**config.mk**
```make
export PLATFORM = sky130hd
export DESIGN_NAME = lif_potential_integrator
export DESIGN_NICKNAME = d
export VERILOG_FILES = /design/src/rtl/lif_potential_integrator.sv
export SDC_FILE = /design/constraint.sdc
export NUM_CORES = 1
export LEC_CHECK = 0
export BUFFER_PORTS_ARGS = -buffer_cell sky130_fd_sc_hd__buf_2
export CORE_ASPECT_RATIO = 2
export CORE_MARGIN = 4
export CORE_UTILIZATION = 58
export CTS_CLUSTER_SIZE = 10
export DETAILED_ROUTE_END_ITERATION = 8
export HOLD_SLACK_MARGIN = 0.15
export PLACE_DENSITY = 0.87
export SYNTH_ARGS = -nofsm -noshare
export SYNTH_HDL_FRONTEND = slang
export SYNTH_SLANG_ARGS = --single-unit
export TNS_END_PERCENT = 10
```
**constraint.sdc**
```tcl
create_clock -name clk_i -period 7.45 [get_ports clk_i]
set_input_delay 1.1175 -clock clk_i [delete_from_list [all_inputs] [get_ports clk_i]]
set_output_delay 1.1175 -clock clk_i [all_outputs]
set_load 0.005 [all_outputs]
```
**src/rtl/lif_potential_integrator.sv**
```systemverilog
// Membrane-potential stage of a leaky integrate-and-fire neuron.
// Each time step applies the leak, then accumulates synaptic weights, then fires and enters refractory.
module lif_potential_integrator #(
  parameter int DSIZE = 16,
  parameter int RSIZE = 4
) (
  input  logic             clk_i,
  input  logic             rst_i,
  input  logic             step_i,
  input  logic             syn_valid_i,
  output logic             syn_ready_o,
  input  logic [DSIZE-1:0] syn_weight_i,
  input  logic             syn_last_i,
  input  logic [DSIZE-1:0] leak_i,
  input  logic [DSIZE-1:0] threshold_i,
  input  logic [DSIZE-1:0] rest_i,
  input  logic [RSIZE-1:0] refrac_len_i,
  output logic [DSIZE-1:0] potential_o,
  output logic             spike_o,
  output logic             step_done_o,
  output logic             busy_o,
  output logic [1:0]       state_o
);

  typedef enum logic [1:0] {
    IDLE  = 2'd0,
    LEAK  = 2'd1,
    INTEG = 2'd2,
    FIRE  = 2'd3
  } state_t;

  localparam logic signed [DSIZE-1:0] MAX_VAL = {1'b0, {(DSIZE-1){1'b1}}};
  localparam logic signed [DSIZE-1:0] MIN_VAL = {1'b1, {(DSIZE-1){1'b0}}};

  state_t                  state;
  logic signed [DSIZE-1:0] potential;
  logic [RSIZE-1:0]        refrac_cnt;

  // Overflow shows as the extra sign bit disagreeing with the result's sign bit.
  function automatic logic signed [DSIZE-1:0] sat_add(input logic signed [DSIZE-1:0] a,
                                                      input logic signed [DSIZE-1:0] b);
    logic signed [DSIZE:0] s;
    s = {a[DSIZE-1], a} + {b[DSIZE-1], b};
    if (s[DSIZE] != s[DSIZE-1]) return s[DSIZE] ? MIN_VAL : MAX_VAL;
    return s[DSIZE-1:0];
  endfunction

  function automatic logic signed [DSIZE-1:0] sat_sub(input logic signed [DSIZE-1:0] a,
                                                      input logic signed [DSIZE-1:0] b);
    logic signed [DSIZE:0] s;
    s = {a[DSIZE-1], a} - {b[DSIZE-1], b};
    if (s[DSIZE] != s[DSIZE-1]) return s[DSIZE] ? MIN_VAL : MAX_VAL;
    return s[DSIZE-1:0];
  endfunction

  // Weight handshake: a weight is consumed on a rising edge where syn_valid_i and
  // syn_ready_o are both high; syn_ready_o is high only in INTEG and never depends on valid.
  assign syn_ready_o = (state == INTEG);
  assign busy_o      = (state != IDLE);
  assign potential_o = potential;
  assign state_o     = state;

  always_ff @(posedge clk_i) begin
    if (rst_i) begin
      state       <= IDLE;
      potential   <= '0;
      refrac_cnt  <= '0;
      spike_o     <= 1'b0;
      step_done_o <= 1'b0;
    end else begin
      spike_o     <= 1'b0;
      step_done_o <= 1'b0;
      case (state)
        IDLE: begin
          if (step_i) state <= LEAK;
        end
        LEAK: begin
          if (refrac_cnt == '0) potential <= sat_sub(potential, $signed(leak_i));
          state <= INTEG;
        end
        INTEG: begin
          if (syn_valid_i) begin
            if (refrac_cnt == '0) potential <= sat_add(potential, $signed(syn_weight_i));
            if (syn_last_i) state <= FIRE;
          end
        end
        FIRE: begin
          if (refrac_cnt == '0 && potential >= $signed(threshold_i)) begin
            potential  <= $signed(rest_i);
            refrac_cnt <= refrac_len_i;
            spike_o    <= 1'b1;
          end else if (refrac_cnt != '0) begin
            refrac_cnt <= refrac_cnt - 1'b1;
          end
          step_done_o <= 1'b1;
          state       <= IDLE;
        end
        default: state <= IDLE;
      endcase
    end
  end

endmodule

```
==> results of run 1 <==
## kinds of logic (layout without fill, tap and decap cells)
| group | after synthesis | count (layout) | share of synthesized area (%) |
|---|---|---|---|
| AO/OA/AOI/OAI | 145 | 145 | 31.4 |
| XOR/XNOR | 21 | 21 | 5.32 |
| adder cells (fa/ha/maj) | 56 | 56 | 20.7 |
| buffers and inverters | 63 | 145 | 7.12 |
| flip-flops | 24 | 24 | 13.9 |
| multiplexers | 5 | 5 | 1.52 |
| AND/OR/NAND/NOR | 140 | 140 | 20.1 |
## worst paths after layout
| path | start | endpoint | slack, ns | cells past startpoint |
|---|---|---|---|---|
| max reg2reg | potential_o[1] | potential_o[4] | 3.62 | 9 |
| min | refrac_cnt[2] | refrac_cnt[2] | 0.51 | 2 |
| max | leak_i[1] | potential_o[4] | 3.12 | 11 |
| min reg2reg | refrac_cnt[2] | refrac_cnt[2] | 0.51 | 2 |
## critical path, cell delays in order
cell and delay (ns):
buf_2 0.11, inv_1 0.05, ha_1 0.29, nor2b_4 0.13, o31a_1 0.31, o41a_1 0.37, a211o_1 0.38, o221ai_4 0.18
mux2i_1 1.01, a32oi_1 0.25, a311oi_2 0.30
## sequential cells by signal (all words and copies together) (netlist names)
signal	flops
potential_o	16
refrac_cnt	4
state_o	2
spike_o	1
step_done_o	1
## area by class of cell
cell class	instances	area share, %
Clock buffer	3	1.86
Clock inverter	1	0.743
Inverter	47	4.37
Multi-Input combinational cell	367	67.6
Sequential cell	24	11.9
Tap cell	61	1.89
Timing Repair Buffer	94	11.6
## metal layers
metal  up-vias  GRT usage (%)
li1       1857              -
met1      1771           26.2
met2       144           56.2
met3        51           2.96
met4         0           20.1
met5         -              0
## synthesized netlist by cell type (2+ instances only)
cell / instances
ha_1: 54
inv_1: 47
nor2_1: 39
a21oi_1: 30
nand2_1: 30
dfxtp_1: 24
o21ai_0: 23
nand3_1: 20
xnor2_1: 16
nor3_1: 13
a21o_1: 11
clkbuf_1: 11
o21a_1: 10
a41oi_1: 8
a311oi_1: 7
nor2b_1: 7
a211o_1: 5
a211oi_1: 5
a22oi_1: 5
a311oi_2: 5
and3_1: 5
nand4_1: 5
o21bai_1: 5
o31ai_1: 5
xor2_1: 5
a221oi_1: 3
a31oi_1: 3
mux2i_1: 3
nand3b_1: 3
nor4b_1: 3
o31a_1: 3
a2111oi_0: 2
buf_1: 2
buf_2: 2
fa_1: 2
mux2_2: 2
nand2b_1: 2
nor3b_1: 2
nor4_1: 2
o211ai_1: 2
o41a_1: 2
or3_1: 2
## per-stage QoR
| step | utilization (%) | hold WS (ns) |
|---|---|---|
| finish | 70.2 | 0.507 |
| global route | 70.2 | 0.554 |
| CTS | 70.2 | 0.505 |
| detailed placement | 68.4 | 0.495 |
| global placement | 68.4 | 0.493 |
| floorplan | - | 0.470 |
## where the power goes
part | total [mW] | switching, mW | internal [mW]
registers | 0.230 | 0.0618 | 0.168
clock network | 0.159 | 0.0515 | 0.107
logic | 0.999 | 0.572 | 0.426
==> metrics.txt, run 1 <==
status finished clean; initial detailed-routing violation count 155; M1 WL ~3600 um; maximum vdd drop 191 uV; Worst-Margin Slew roughly 1.2 ns; grt ovf 0; drt drc 0; first-pass GRT wire length about 17000 um; Layout area overhead 16.8%; Clock Skews ~0.0047 ns; final worst-path cycle share 58.2%; Clock transition at path regs 0.07 ns; Slew Limit Fails 0; Yosys Warn Count 0; endpoint class of the critical path register; Site Rows 39; # fillers between 400 and 500; Setup WS post-layout about 3.1 ns; top sig layer met4; Placement Cell Area approximately 3900 um2; routed via count about 3.8k; crit path DAT approximately 4.5 ns; commonest cells after routing, fill and taps aside 94 x buf_2, 54 x ha_1, 47 x inv_1, 39 x nor2_1; Post-CTS Setup Inserts 0; DIE HEIGHT 117 um; gp weighted congestion 0.950; Clock Sinks 24; Post-Syn Area approximately 3500 um2; share of cells above drive strength 1 between 20% and 30%; WL met3 around 420 um; Wirelength per Cell 17.5 um; DRT Pass-1 Iters 4; Post-Syn Instances roughly 450; met2 wire length 5790 um; Die ar. ~7300 um2; setup TNS 0 ns; # IOs 95; Setup-failing EPs final 0; Leakage a little over 2 nW; Power per Cell Area between 300 and 400 nW/um2; fin cells around 600; highest clock rate about 230 MHz; Yosys reg bits 24; Finished Cell Area between 4000 and 5000 um2; fin nets about 670; PnR Total Power 1.39 mW; antenna viol nets, final 0; CTS tree done; Crit Path Max Fanout 15; commonest non-fill, non-tap cell in the layout buf_2; WP data required about 7.6 ns; dpl hpwl just under 9000 um; critical path class input pin to register; synthesized net count a little under 600; Max-slew headroom roughly 17%; Seq. cell area about 480 um2; top cells by area, synth ha_1 20%, dfxtp_1 14%, inv_1 5.1%; Post-synth top flop dfxtp_1; clock latency on the worst-skew pair 0.27 ns; CTS buffer count 3; number of max-cap violations 0; ant diodes 0; Place WS between 2 and 3 ns; minimum clock period 4.33 ns; Cell Count Post-Placement 593; root buffer cell clkbuf_16; clock buffer depth 2; unrepaired setup endpoints after global routing false; Async SR Flop Fraction 0%; hold buffers post-CTS 0; DIE WIDTH 62.6 um; Startpoint Class input pin; drt total wl 10400 um; vias in the first global route just under 4k; IO buf count 94; Unique masters post-synth about 60; Yosys top cell by area ha_1; Fin. Hold Viols 0; syn_area_per_cell ~7.6 um2; top cell type's share of synthesized area between 10% and 20%; EDFF count, synth 0; GRT Overall Usage roughly 28%; Vias/cell approximately 6.4; multi-input logic area around 2700 um2; initial antenna violation count 0; HP Class register to register; largest net degree at the start of global routing 26; post-CTS sizing 0; H-tree levels 1; Seq/Total Area, Yosys ~14%; core area between 5000 and 6000 um2; Initial Utilization around three fifths
Note: power is estimated with default switching activity, not from simulation.
==> run 2, diff against run 1 <==
- CORE_UTILIZATION: 58 -> 54
- PLACE_DENSITY: 0.87 -> 0.82
- clock period: 7.45 -> 4.5 ns (I/O delays scaled with it)
==> metrics.txt, run 2 (same netlist as run 1, synthesis figures left out) <==
status finished clean; Power per Cell Area between 500 and 600 nW/um2; initial detailed-routing violation count between 100 and 150; antenna viol nets, final 0; Leakage between 2 and 2.5 nW; CP Cell Sequence buf_2, inv_1, ha_1, nor2b_4, o31a_1, o41a_1, a211o_1, o221ai_4, mux2i_1, o31a_1, a41oi_1; largest net degree at the start of global routing 26; Vias/cell between 6 and 7; clock latency on the worst-skew pair 0.26 ns; clock buffer depth 2; CP dominant cell by count o31a_1; Fin. Hold Viols 0; hold buffers post-CTS 0; Critical path buffers and inverters 2; Initial Utilization between 50% and 60%; Finished Cell Area ~4100 um2; endpoint class of the critical path register; Layout area overhead 17.5%; Setup-failing EPs final 0; grt ovf 0; initial antenna violation count 0; share of cells above drive strength 1 between 20% and 30%; fin cells ~620; crit path DAT about 3.5 ns; Cell Count Post-Placement 621; H-tree levels 1; Die ar. 7830 um2; setup TNS 0 ns; CP max stage delay around 0.44 ns; HP Class register to register; commonest cells after routing, fill and taps aside 94 x buf_2, 54 x ha_1, 47 x inv_1, 39 x nor2_1; DIE HEIGHT about 120 um; flip-flop count of the largest register after layout 16; Setup WS post-layout roughly 1.1 ns; Place WS between 0.8 and 0.9 ns; highest clock rate just under 300 MHz; DRT Pass-1 Iters 5; routed via count about 3.9k; final core occ 65.0%; critical path class input pin to register; dpl hpwl just under 9000 um; maximum vdd drop around 250 uV; drt drc 0; Placement Cell Area ~4000 um2; WP data required 4.61 ns; Clock Skews 0.00206 ns; core area between 6000 and 7000 um2; # IOs 95; fin nets ~670; DIE WIDTH about 65 um; Worst-Margin Slew approximately 0.97 ns; Post-CTS Setup Inserts 0; CP top delay family compound AO/OA/AOI/OAI gates; PnR Total Power 2.25 mW; Slew Limit Fails 0; Slowest-stage cell, CP o31a_1; Wirelength per Cell between 15 and 20 um; GRT Overall Usage between 20% and 30%; commonest non-fill, non-tap cell in the layout buf_2; Max-slew headroom 34.4%; ant diodes 0; CTS buffer count 3; gp weighted congestion 0.898; Site Rows 41; Clock transition at path regs 0.06 ns; final worst-path cycle share between 70% and 80%; hold slack 0.509 ns; vias in the first global route 3902; post-CTS sizing 0; Startpoint Class input pin; IO buf count 94; root buffer cell clkbuf_16; unrepaired setup endpoints after global routing false; Crit Path Max Fanout 9; drt total wl about 11000 um; CTS tree done; minimum clock period approximately 3.4 ns; Clock Sinks 24; first-pass GRT wire length 16900 um; number of max-cap violations 0
run 2: changes by cell type in the layout (fill, tap and decap cells not counted):
cell,previous run,this run
buf_4,0,3
bufinv_16,1,0
run 2: final timing paths:
kind | start | end | slack [ns] | depth (start not counted)
setup / recovery | leak_i[1] | potential_o[8] | 1.08 | 11
hold / removal | refrac_cnt[2] | refrac_cnt[2] | 0.51 | 2
setup reg to reg | potential_o[1] | potential_o[8] | 1.17 | 9
hold reg to reg | refrac_cnt[2] | refrac_cnt[2] | 0.51 | 2
run 2: power breakdown:
group,internal (mW),switching (mW)
logic,0.717,0.944
registers,0.279,0.114
clock network,0.118,0.0745
run 2: area by class of cell:
class	instances	area (um2)
Multi-Input combinational cell	367	2730
Fill cell	594	2190
Timing Repair Buffer	97	493
Sequential cell	24	480
Inverter	47	176
Tap cell	86	108
Clock buffer	3	75.1
run 2: tightest hold or removal path, delay by kind of cell (launching register included):
kind	cells	cell delay, ns
AO/OA/AOI/OAI	1	0.06
flip-flops	1	0.34
AND/OR/NAND/NOR	1	0.07
run 2: per-layer routing:
| layer | share of wire (%) | routed length [um] | track usage, % |
|---|---|---|---|
| met4 | 6.4 | 683 | 19.6 |
| met2 | 56 | 6020 | 54.9 |
| met3 | 3.6 | 389 | 1.85 |
| met1 | 34 | 3650 | 24.0 |
| met5 | 0 | 0 | 0 |
